==> config.mk <==
export PLATFORM = sky130hd
export DESIGN_NAME = rx_module
export DESIGN_NICKNAME = d
export VERILOG_FILES = /design/src/rtl/rx_pkg.sv /design/src/rtl/bit_sync.sv /design/src/rtl/rx_module.sv
export SDC_FILE = /design/constraint.sdc
export NUM_CORES = 1
export LEC_CHECK = 0
export CAP_MARGIN = 0
export CELL_PAD_IN_SITES_DETAIL_PLACEMENT = 0
export CELL_PAD_IN_SITES_GLOBAL_PLACEMENT = 1
export CORE_MARGIN = 10
export CORE_UTILIZATION = 25
export DETAILED_ROUTE_END_ITERATION = 8
export HOLD_SLACK_MARGIN = 0.12
export MAX_ROUTING_LAYER = met4
export PLACE_DENSITY = 0.51
export REMOVE_ABC_BUFFERS = 1
export SLEW_MARGIN = 20
export SYNTH_ARGS = -nofsm -noshare
export SYNTH_HDL_FRONTEND = slang
export SYNTH_HIERARCHICAL = 1
export SYNTH_SLANG_ARGS = --single-unit
==> constraint.sdc <==
create_clock -name clk -period 3.6 [get_ports clk]
set_clock_uncertainty 0.1 [all_clocks]
set_input_delay 0.36 -clock clk [delete_from_list [all_inputs] [get_ports clk]]
set_output_delay 0.36 -clock clk [all_outputs]
set_load 0.005 [all_outputs]
==> src/rtl/rx_pkg.sv <==
`default_nettype none
// ----------------------------------------------------------------------------
// rx_pkg : serial frame constants, receiver state encoding, parity helper
// Rev 1.0
// ----------------------------------------------------------------------------
package rx_pkg;

  localparam int   DATA_BITS = 8;
  localparam logic START_LVL = 1'b0;
  localparam logic STOP_LVL  = 1'b1;
  localparam logic IDLE_LVL  = 1'b1;

  typedef enum logic [2:0] {
    IDLE      = 3'd0,
    START     = 3'd1,
    DATA      = 3'd2,
    PARITY    = 3'd3,
    STOP      = 3'd4,
    WAIT_IDLE = 3'd5
  } rx_state_e;

  function automatic logic parity_even(input logic [DATA_BITS-1:0] b);
    return ^b;
  endfunction

endpackage
`default_nettype wire

==> src/rtl/bit_sync.sv <==
`default_nettype none
// ----------------------------------------------------------------------------
// bit_sync : two-flop synchronizer for one asynchronous input
// Rev 1.0
// ----------------------------------------------------------------------------
module bit_sync #(
  parameter logic RESET_VAL = 1'b1
) (
  input  logic clk,
  input  logic rst_n,
  input  logic d,
  output logic q
);

  logic [1:0] sync_q;
  logic [1:0] sync_d;

  always_comb begin
    sync_d = {sync_q[0], d};
  end

  always_ff @(posedge clk or negedge rst_n) begin
    if (!rst_n) begin
      sync_q <= {2{RESET_VAL}};
    end else begin
      sync_q <= sync_d;
    end
  end

  assign q = sync_q[1];

endmodule
`default_nettype wire

==> src/rtl/rx_module.sv <==
`default_nettype none
// ----------------------------------------------------------------------------
// rx_module : 8E1 serial receiver with bit-centre sampling and error flags
// Rev 1.0
// ----------------------------------------------------------------------------
module rx_module
  import rx_pkg::*;
#(
  parameter int CLKS_PER_BIT = 1
) (
  input  logic                 clk,
  input  logic                 reset,
  input  logic                 enable,
  input  logic                 rx,
  output logic [DATA_BITS-1:0] data_out,
  output logic                 valid,
  output logic                 parity_err,
  output logic                 frame_err,
  output logic                 busy
);

  localparam int HALF  = (CLKS_PER_BIT - 1) / 2;
  localparam int CNT_W = (CLKS_PER_BIT > 1) ? $clog2(CLKS_PER_BIT) : 1;
  localparam int BIT_W = $clog2(DATA_BITS);

  localparam logic [CNT_W-1:0] CNT_RELOAD = CNT_W'(CLKS_PER_BIT - 1);
  // The detect cycle counts toward the half-bit wait, so START waits one less.
  localparam logic [CNT_W-1:0] CNT_START  = CNT_W'((HALF > 0) ? HALF - 1 : 0);
  localparam logic [BIT_W-1:0] BIT_LAST   = BIT_W'(DATA_BITS - 1);

  rx_state_e            state_q, state_d;
  logic [CNT_W-1:0]     cnt_q, cnt_d;
  logic [BIT_W-1:0]     bit_q, bit_d;
  logic [DATA_BITS-1:0] shift_q, shift_d;
  logic                 par_q, par_d;
  logic [DATA_BITS-1:0] data_q, data_d;
  logic                 valid_q, valid_d;
  logic                 perr_q, perr_d;
  logic                 ferr_q, ferr_d;
  logic                 busy_q, busy_d;
  logic                 rxs;
  logic                 sample;

  bit_sync #(.RESET_VAL(IDLE_LVL)) u_rx_sync (
    .clk   (clk),
    .rst_n (reset),
    .d     (rx),
    .q     (rxs)
  );

  assign sample = (cnt_q == '0);

  always_ff @(posedge clk or negedge reset) begin
    if (!reset) begin
      state_q <= IDLE;
      cnt_q   <= '0;
      bit_q   <= '0;
      shift_q <= '0;
      par_q   <= 1'b0;
      data_q  <= '0;
      valid_q <= 1'b0;
      perr_q  <= 1'b0;
      ferr_q  <= 1'b0;
      busy_q  <= 1'b0;
    end else begin
      state_q <= state_d;
      cnt_q   <= cnt_d;
      bit_q   <= bit_d;
      shift_q <= shift_d;
      par_q   <= par_d;
      data_q  <= data_d;
      valid_q <= valid_d;
      perr_q  <= perr_d;
      ferr_q  <= ferr_d;
      busy_q  <= busy_d;
    end
  end

  always_comb begin
    state_d = state_q;
    cnt_d   = cnt_q;
    bit_d   = bit_q;
    shift_d = shift_q;
    par_d   = par_q;
    if (state_q != IDLE && !sample) begin
      cnt_d = cnt_q - 1'b1;
    end
    if (state_q != IDLE && !enable) begin
      state_d = IDLE;
    end else begin
      case (state_q)
        IDLE: begin
          if (enable && rxs == START_LVL) begin
            // With no half-bit wait the detect cycle is already the start sample.
            if (HALF == 0) begin
              state_d = DATA;
              cnt_d   = CNT_RELOAD;
              bit_d   = '0;
            end else begin
              state_d = START;
              cnt_d   = CNT_START;
            end
          end
        end
        START: begin
          if (sample) begin
            if (rxs == START_LVL) begin
              state_d = DATA;
              cnt_d   = CNT_RELOAD;
              bit_d   = '0;
            end else begin
              state_d = IDLE;
            end
          end
        end
        DATA: begin
          if (sample) begin
            shift_d = {rxs, shift_q[DATA_BITS-1:1]};
            cnt_d   = CNT_RELOAD;
            if (bit_q == BIT_LAST) begin
              state_d = PARITY;
            end else begin
              bit_d = bit_q + 1'b1;
            end
          end
        end
        PARITY: begin
          if (sample) begin
            par_d   = rxs;
            cnt_d   = CNT_RELOAD;
            state_d = STOP;
          end
        end
        STOP: begin
          if (sample) begin
            state_d = (rxs == STOP_LVL) ? IDLE : WAIT_IDLE;
          end
        end
        WAIT_IDLE: begin
          if (rxs == IDLE_LVL) begin
            state_d = IDLE;
          end
        end
        default: state_d = IDLE;
      endcase
    end
  end

  always_comb begin
    data_d  = data_q;
    valid_d = 1'b0;
    perr_d  = 1'b0;
    ferr_d  = 1'b0;
    busy_d  = (state_q != IDLE);
    if (state_q == STOP && enable && sample) begin
      if (rxs == STOP_LVL) begin
        valid_d = 1'b1;
        data_d  = shift_q;
        perr_d  = (par_q != parity_even(shift_q));
      end else begin
        ferr_d  = 1'b1;
      end
    end
  end

  assign data_out   = data_q;
  assign valid      = valid_q;
  assign parity_err = perr_q;
  assign frame_err  = ferr_q;
  assign busy       = busy_q;

endmodule
`default_nettype wire

* Word-level counts from Yosys, hierarchy flattened *
Cells that the tools add are included.
W data, S select, Z words.

storage, ports and cells
  logic and storage cells = 81
  output and inout port bits = 12
  register bits = 30
  input port bits = 4

cells by class
  muxes and demuxes = 30
  equal/unequal tests = 19
  $add $sub $neg = 2
  reduce and logical (&&, ||, !) cells = 16
  bitwise gates (word level) = 3

operators with widths
  cell                   count
  $mux W3                14
  $ne A3 B3 Y1 const B   6
  $pmux W3 S6            1
  $reduce_and A7 Y1      2
  $mux W1                12
  $ne A2 B2 Y1 const B   5
  $eq A3 B3 Y1 const B   3
  $pmux W3 S3            1
  $reduce_xor A8 Y1      1
  $eq A3 B2 Y1 const B   2
  $reduce_and A3 Y1      2
  $reduce_bool A3 Y1     2
  $logic_and A1 B1 Y1    5
  $add A3 B1 Y3 const B  1
  $eq A3 B1 Y1 const B   1
  $logic_not A3 Y1       1
  $ne A3 B2 Y1 const B   1
  $not A1 Y1             3
  $pmux W1 S3            1
  $mux W2                1
  $reduce_and A2 Y1      1
  $reduce_or A2 Y1       1
  $logic_not A1 Y1       1
  $ne A1 B1 Y1           1
  $sub A1 B1 Y1 const B  1

* Depth between registers and ports, before layout *
Gate-level depths: netlist of the first run.

  word-level depth = 7
  gate-level depth with buffers = 5
  gate-level depth less buffers = 5

* Cells and area by module *
Netlist of the first run, hierarchy kept.

by module, submodules not included
  module     instances  cells an instance  seq. area each (um2)  area an instance (um2)
  rx_module  1          94                 700.7                 1271.2
  bit_sync   1          2                  52.6                  52.6

* Worst setup path after synthesis of the first run *
Ideal clock, no wire load.

  path type = register to register
  from = register bit_q[0]
  to = register bit_q[0]
  path slack = 1.947 ns
  data required time = 3.375 ns
  arrival time = 1.428 ns
  cell stages (with the launch flop) = 6
  path through = dfrtp_1 ha_1 ha_1 nor4b_1 o21bai_1 mux2_2

between the ends
  longest elaborated chain between the ends = 4
  elaborated cells on any way between the ends = 7
  those cells by class = add/sub: 1; eq/ne: 2; mux: 3; reduce/logical: 1

RTL lines
  item                    RTL line          text
  from (decl)             rx_module.sv:33   logic [BIT_W-1:0] bit_q, bit_d;
  from (signal assigned)  rx_module.sv:68   bit_q <= bit_d;
  $add A3 B1 Y3           rx_module.sv:123  bit_d = bit_q + 1'b1;
  $mux W3                 rx_module.sv:120  if (bit_q == BIT_LAST) begin
  $mux W3                 rx_module.sv:117  if (sample) begin
  $pmux W3 S3             rx_module.sv:91   case (state_q)

Several ways; a longest one is shown, not always the timed one. The select of a mux whose other input is x is not followed.
A chain may end at the register's enable or synchronous reset.

* Worst setup path after layout of the first run *
  from = input port enable
  to = register shift_q[0]

between the ends
  longest elaborated chain between the ends = 4

RTL lines
  item                                RTL line         text
  from (decl)                         rx_module.sv:13  input logic enable,
  $logic_not A1 Y1                    rx_module.sv:88  if (state_q != IDLE && !enable) begin
  $logic_and A1 B1 Y1                 rx_module.sv:88
  $not A1 Y1 (no source line)         n/a
  $reduce_and A3 Y1 (no source line)  n/a
  to (signal assigned)                rx_module.sv:69  shift_q <= shift_d;
  to (decl)                           rx_module.sv:34  logic [DATA_BITS-1:0] shift_q, shift_d;

No other way between the ends.

==> flow_metrics.py, run 1 <==
metrics = {
    "setup_path": {
        "path_max_fanout": 8,
        "cpPeakStageDelay_ps": 540,
        "crit_chain": "clkdlybuf4s50_1 -> nand2b_1 -> nor3_4 -> mux2_2",
        "path_class": "input port to register",
        "start_kind": "input port",
        "critPathSlowestCell": "clkdlybuf4s50_1",
        "worstPathArrival_ps": 1880,
        "r2r_cells": 5,
        "cp_data_required_time_ps": 3660,
        "critPathCaptureType": "register",
    },
    "floorplan": {
        "fp-row-count": 26,
        "coreArea_um2": 5110,
        "dieArea_um2": 8610,
        "die_x_um": 92.8,
        "start_util_pct": 25.9,
        "ioPinCount": 16,
        "die_y_um": 92.8,
    },
    "timing": {
        "relSlewSlack_pct": 74.0,
        "setup_ws_ps": 1780,
        "timing.final.crit_period_ps": 1820,
        "period_share_pct": 50.4,
        "slew_violations": 0,
        "tightestPinTransition_ps": 389,
        "timing.fmax_mhz": 551,
        "setup_violations": 0,
        "rsz0062_at_grt": "false",
        "hold_viol_final": 0,
        "fin_tns_setup_ps": 0,
    },
    "grt": {
        "use_met1_pct": 6.98,
        "gr-usage-met2_pct": 9.58,
        "grt_pass1_vias": 864,
        "use_met3_pct": 3.71,
        "grt_most_used_layer": "met2",
        "grt-ovfl-total": 0,
        "grt_first_pass_wirelength_um": 4280,
        "grt_usage_pct": 6.53,
        "grt_max_degree": 31,
        "antenna_found_initial": 0,
    },
    "power_and_ir_drop": {
        "p_sw_mw": 0.234,
        "power_density_nw_per_um2": 546,
        "seqPwrFrac_pct": 48.5,
        "clockPowerShare_pct": 30.8,
        "p_int_mw": 0.665,
        "p_comb_share_pct": 20.7,
        "p_leak_nw": 0.760,
        "vdd_ir_drop_max_mv": 0.164,
        "switching_share_pct": 26.0,
        "total_power_mw": 0.899,
    },
    "synthesis": {
        "synthCells": 96,
        "synth.yosys.seq_area_share_pct": 56.9,
        "synth_top_family_by_area": "multiplexers",
        "synth_xor_area_share_pct": 6.05,
        "synthAdderAreaFrac_pct": 1.89,
        "muxShareOfSynthArea_pct": 16.9,
        "synth-compound-area-share_pct": 5.39,
        "syn_avg_cell_area_um2": 13.8,
        "yosys.area_share.simple_pct": 10.2,
        "yosysWarnings": 6,
        "synth_area_um2": 1320,
        "synth.distinct_cells": 30,
        "synth_seq_cells": 30,
    },
    "clock_tree": {
        "clk_latency_ps": 280,
        "tritoncts": "built",
        "holdBufCountCts": 0,
        "h-tree-depth": 2,
        "cts.sinks": 30,
        "post_cts_resized": 0,
        "clock_path_buffers": 2,
        "post_cts_buffers": 0,
        "cts.clk_slew.worst_paths_ps": 60,
        "root_buffer": "clkbuf_8",
        "numCtsBuffers": 5,
    },
    "worst_hold_path": {
        "whs_path_depth": 0,
        "hold_path.class": "register to register",
    },
    "place": {
        "io_buffers": 15,
        "dpl_worst_slack_ps": 1470,
        "dp_hpwl_um": 1760,
        "gp_congestion": 0.721,
    },
    "routing": {
        "vias": 785,
        "via_per_inst": 4.20,
        "drt_pass1_iterations": 4,
        "wl_um": 2420,
        "wl_per_cell_um": 13.0,
        "drt-initial-drc-count": 13,
        "drc": 0,
        "ant_nets": 0,
    },
    "cells_and_area": {
        "n_antenna_cell": 0,
        "final_util_pct": 32.3,
        "fin_nets": 122,
        "drive_gt1_share_pct": 26.5,
        "area_delta_synth_final_pct": 24.5,
    },
    "job": {
        "cap_violations": 0,
    },
    "run_status": {
        "status": "finished clean",
    },
}
routing by layer:
metal | share of wire (%) | wire, um
met1 | 45 | 1090
met2 | 46 | 1110
met3 | 7.3 | 176
met4 | 1.9 | 46
met5 | 0 | 0
power groups by stage:
stage,clock network (mW),registers (mW),logic (mW)
2_1_floorplan,0,0.427,0.155
3_3_place_gp,0,0.442,0.188
3_5_place_dp,0,0.445,0.191
4_1_cts,0.291,0.439,0.192
5_1_grt,0.312,0.447,0.206
6_report,0.277,0.436,0.186
flip-flops by register name, summed over array words and instances, names as in the netlist:
signal and cells:
data_out 8, shift_q 8, bit_q 3, state_q 3, u_rx_sync/sync_q 2, busy 1, cnt_q 1, frame_err 1
par_q 1, parity_err 1, valid 1
path summary, 6_finish.rpt:
kind | from | endpoint | slack, ps
max | enable | shift_q[0] | 1780
min | u_rx_sync/sync_q[0] | u_rx_sync/sync_q[1] | 260
max reg2reg | bit_q[0] | bit_q[2] | 1840
min reg2reg | u_rx_sync/sync_q[0] | u_rx_sync/sync_q[1] | 260
max in group asynchronous | reset | u_rx_sync/sync_q[1] | 2710
min in group asynchronous | reset | data_out[0] | 370
metrics by stage:
step	instances	hold slack (ps)	area, um^2
4_1_cts	187	258	1650
3_3_place_gp	179	247	1560
5_1_grt	187	267	1650
3_5_place_dp	179	249	1560
6_report	187	258	1650
2_1_floorplan	93	-35.6	1310
synth_stat cells:
master | n | area [um^2]
dfrtp_1 | 28 | 701
inv_1 | 6 | 22.5
o21ai_0 | 1 | 5.00
o21bai_1 | 1 | 7.51
and3_1 | 1 | 6.26
nand2b_1 | 4 | 25.0
mux2i_1 | 1 | 10.0
nor4b_1 | 1 | 8.76
dfstp_2 | 2 | 52.6
a221oi_1 | 1 | 8.76
nand3_2 | 1 | 10.0
mux2_2 | 19 | 214
or4b_1 | 1 | 10.0
and4bb_1 | 1 | 12.5
clkbuf_1 | 2 | 7.51
a21oi_1 | 2 | 10.0
nand4_1 | 1 | 6.26
xnor3_1 | 2 | 45.0
xor2_1 | 2 | 17.5
nand3b_1 | 2 | 15.0
nor2_1 | 5 | 18.8
xnor2_1 | 2 | 17.5
or3_1 | 1 | 6.26
o21a_1 | 1 | 7.51
a211oi_1 | 2 | 15.0
nor3_4 | 1 | 16.3
o31ai_1 | 1 | 7.51
buf_2 | 1 | 5.00
o211a_1 | 1 | 10.0
ha_1 | 2 | 25.0
critical path, delay by kind of cell:
family	cells	cell delay (ps)
buf+inv	1	540
mux	1	380
simple gates	2	590
logic make-up (layout without fill, tap and decap cells):
logic type      after synthesis  after routing
fa+ha+maj                     2              2
xor+xnor                      6              6
mux                          20             20
buf+inv                       9             30
simple gates                 19             19
flops                        30             30
compound gates               10             10
placed cells by master (no fill, tap or decap):
cell             instances
dfrtp_1                 28
mux2_2                  19
clkdlybuf4s50_1         15
inv_1                    6
clkbuf_8                 6
nor2_1                   5
nand2b_1                 4
a211oi_1                 2
xnor3_1                  2
xor2_1                   2
xnor2_1                  2
nand3b_1                 2
a21oi_1                  2
ha_1                     2
dfstp_2                  2
or3_1                    1
and4bb_1                 1
nand3_2                  1
and3_1                   1
nand4_1                  1
or4b_1                   1
mux2i_1                  1
nor3_4                   1
o21a_1                   1
nor4b_1                  1
o21bai_1                 1
o211a_1                  1
o21ai_0                  1
o31ai_1                  1
a221oi_1                 1
clkinv_2                 1
clkbuf_1                 1
buf_4                    1
area by class of cell:
| type | instances | area (um^2) |
|---|---|---|
| Sequential cell | 30 | 753 |
| Fill cell | 527 | 3460 |
| Tap cell | 70 | 87.6 |
| Clock buffer | 7 | 86.3 |
| Multi-Input combinational cell | 57 | 536 |
| Clock inverter | 1 | 5.00 |
| Inverter | 6 | 22.5 |
| Timing Repair Buffer | 16 | 158 |
Power figures use the tool's default switching activity.
==> inputs of run 2 (changes only) <==
- clock period: 3.6 -> 1.9 ns (I/O delays scaled with it)
==> flow_metrics.py, run 2 (synthesized netlist as in run 1, its figures left out) <==
metrics = {
    "run_status": {
        "status": "finished clean",
    },
    "cells_and_area": {
        "final_common_cell": "dfrtp_1",
        "area_delta_synth_final_pct": 28.2,
        "n_antenna_cell": 0,
        "final_util_pct": 33.2,
        "fin_area_um2": 1700,
        "drive_gt1_share_pct": 28.0,
        "fin_nets": 124,
        "final_cell_mix": "dfrtp_1, mux2_2, clkdlybuf4s50_1",
    },
    "clock_tree": {
        "clk_latency_ps": 280,
        "cts.clk_slew.worst_paths_ps": 60,
        "root_buffer": "clkbuf_8",
        "post_cts_buffers": 0,
        "numCtsBuffers": 5,
        "cts.sinks": 30,
        "h-tree-depth": 2,
        "clock_path_buffers": 2,
        "tritoncts": "built",
    },
    "grt": {
        "grt_usage_pct": 6.69,
        "grt-ovfl-total": 0,
        "grt_max_degree": 31,
        "antenna_found_initial": 0,
        "grt_pass1_vias": 849,
        "grt_first_pass_wirelength_um": 4360,
    },
    "timing": {
        "timing.final.crit_period_ps": 1740,
        "slew_violations": 0,
        "rsz0062_at_grt": "false",
        "hold_viol_final": 0,
        "tightestPinTransition_ps": 391,
        "setup_ws_ps": 163,
        "setup_violations": 0,
        "timing.fmax_mhz": 576,
        "relSlewSlack_pct": 73.9,
        "period_share_pct": 91.4,
        "fin_tns_setup_ps": 0,
    },
    "setup_path": {
        "critPathCaptureType": "register",
        "critical_path.most_common_cell": "ha_1",
        "path_class": "register to register",
        "cpPeakStageDelay_ps": 390,
        "critPathSlowestCell": "dfrtp_1",
        "reg2reg_from": "bit_q[0]",
        "r2r-end": "bit_q[1]",
        "worstPathArrival_ps": 1800,
        "start_kind": "register",
        "path_max_fanout": 3,
        "cp-startpoint": "bit_q[0]",
        "r2r_cells": 5,
        "cp_data_required_time_ps": 1960,
        "cp-endpoint": "bit_q[1]",
        "crit_chain": "ha_1 -> ha_1 -> nor4b_1 -> o21bai_1 -> mux2_2",
        "reg2reg_slack_ps": 160,
    },
    "routing": {
        "drt_pass1_iterations": 4,
        "ant_nets": 0,
        "wl_um": 2410,
        "drc": 0,
        "vias": 791,
        "via_per_inst": 4.21,
        "drt-initial-drc-count": 22,
        "wl_per_cell_um": 12.8,
    },
    "power_and_ir_drop": {
        "p_leak_nw": 0.783,
        "power_density_nw_per_um2": 1080,
        "vdd_ir_drop_max_mv": 0.429,
    },
    "floorplan": {
        "dieArea_um2": 8610,
        "start_util_pct": 25.9,
        "ioPinCount": 16,
        "die_y_um": 92.8,
        "fp-row-count": 26,
        "coreArea_um2": 5110,
        "die_x_um": 92.8,
    },
    "place": {
        "post_dp_cell_area_um2": 1580,
        "dpl_worst_slack_ps": 45.0,
        "io_buffers": 15,
        "gp_congestion": 0.718,
        "dp_hpwl_um": 1770,
    },
    "job": {
        "cap_violations": 0,
    },
    "worst_hold_path": {
        "hold_path.class": "input port to async pin",
    },
}
==> run 2: changes by cell type in the layout (fill, tap and decap cells not counted), sizes merged <==
cell,change
buf,+2
bufinv,+1
clkbuf,-1
clkinv,-1
==> run 2: worst min-delay path by stage <==
stage	startpoint	end	cells past startpoint
after detailed placement	u_rx_sync/sync_q[0]	u_rx_sync/sync_q[1]	0
after floorplan	reset	bit_q[0]	0
final	reset	state_q[2]	2
after global routing	rx	u_rx_sync/sync_q[0]	1
after global placement	u_rx_sync/sync_q[0]	u_rx_sync/sync_q[1]	0
after CTS	rx	u_rx_sync/sync_q[0]	1
==> run 2: layout make-up <==
cell class,count,area (um^2)
Timing Repair Buffer,18,185
Sequential cell,30,753
Clock buffer,6,82.6
Fill cell,518,3410
Inverter,6,22.5
Multi-Input combinational cell,57,536
Tap cell,70,87.6
Clock inverter,1,30.0
==> run 2: layer usage <==
metal / track usage, % / routed length [um] / vias to the layer above
li1: - / - / 381
met1: 7.94 / 1120 / 390
met2: 9.11 / 1090 / 15
met3: 3.23 / 157 / 5
met4: 3.47 / 45 / 0
met5: - / 0 / -
==> run 2: repair_timing <==
action,in CTS,in global routing
endpoints found under the setup margin,0,2
gates resized for setup,0,0
hold endpoints to repair,0,0
hold buffers,0,0
==> run 2: per-stage QoR <==
stage                     std cells  power [mW]  hold WS, ps
after floorplan                  93        1.10         -206
after global placement          181        1.20          246
after detailed placement        181        1.21          249
after CTS                       188        1.87          207
after global routing            188        1.94          204
final                           188        1.83          209
==> run 2: worst max-delay path, delay by kind of cell (launching register included) <==
kind                       cells  cell delay (ps)
AOI/OAI and AO/OA              1              160
adders and majority gates      2              400
DFF                            1              390
muxes                          1              290
and+or+nand+nor                1              280
==> run 2: power breakdown <==
| group | total (mW) | switching [mW] | internal [mW] | leakage (nW) |
|---|---|---|---|---|
| sequential | 0.825 | 0.0948 | 0.730 | 0.392 |
| clock | 0.645 | 0.226 | 0.419 | 0.0573 |
| combinational | 0.359 | 0.115 | 0.244 | 0.334 |
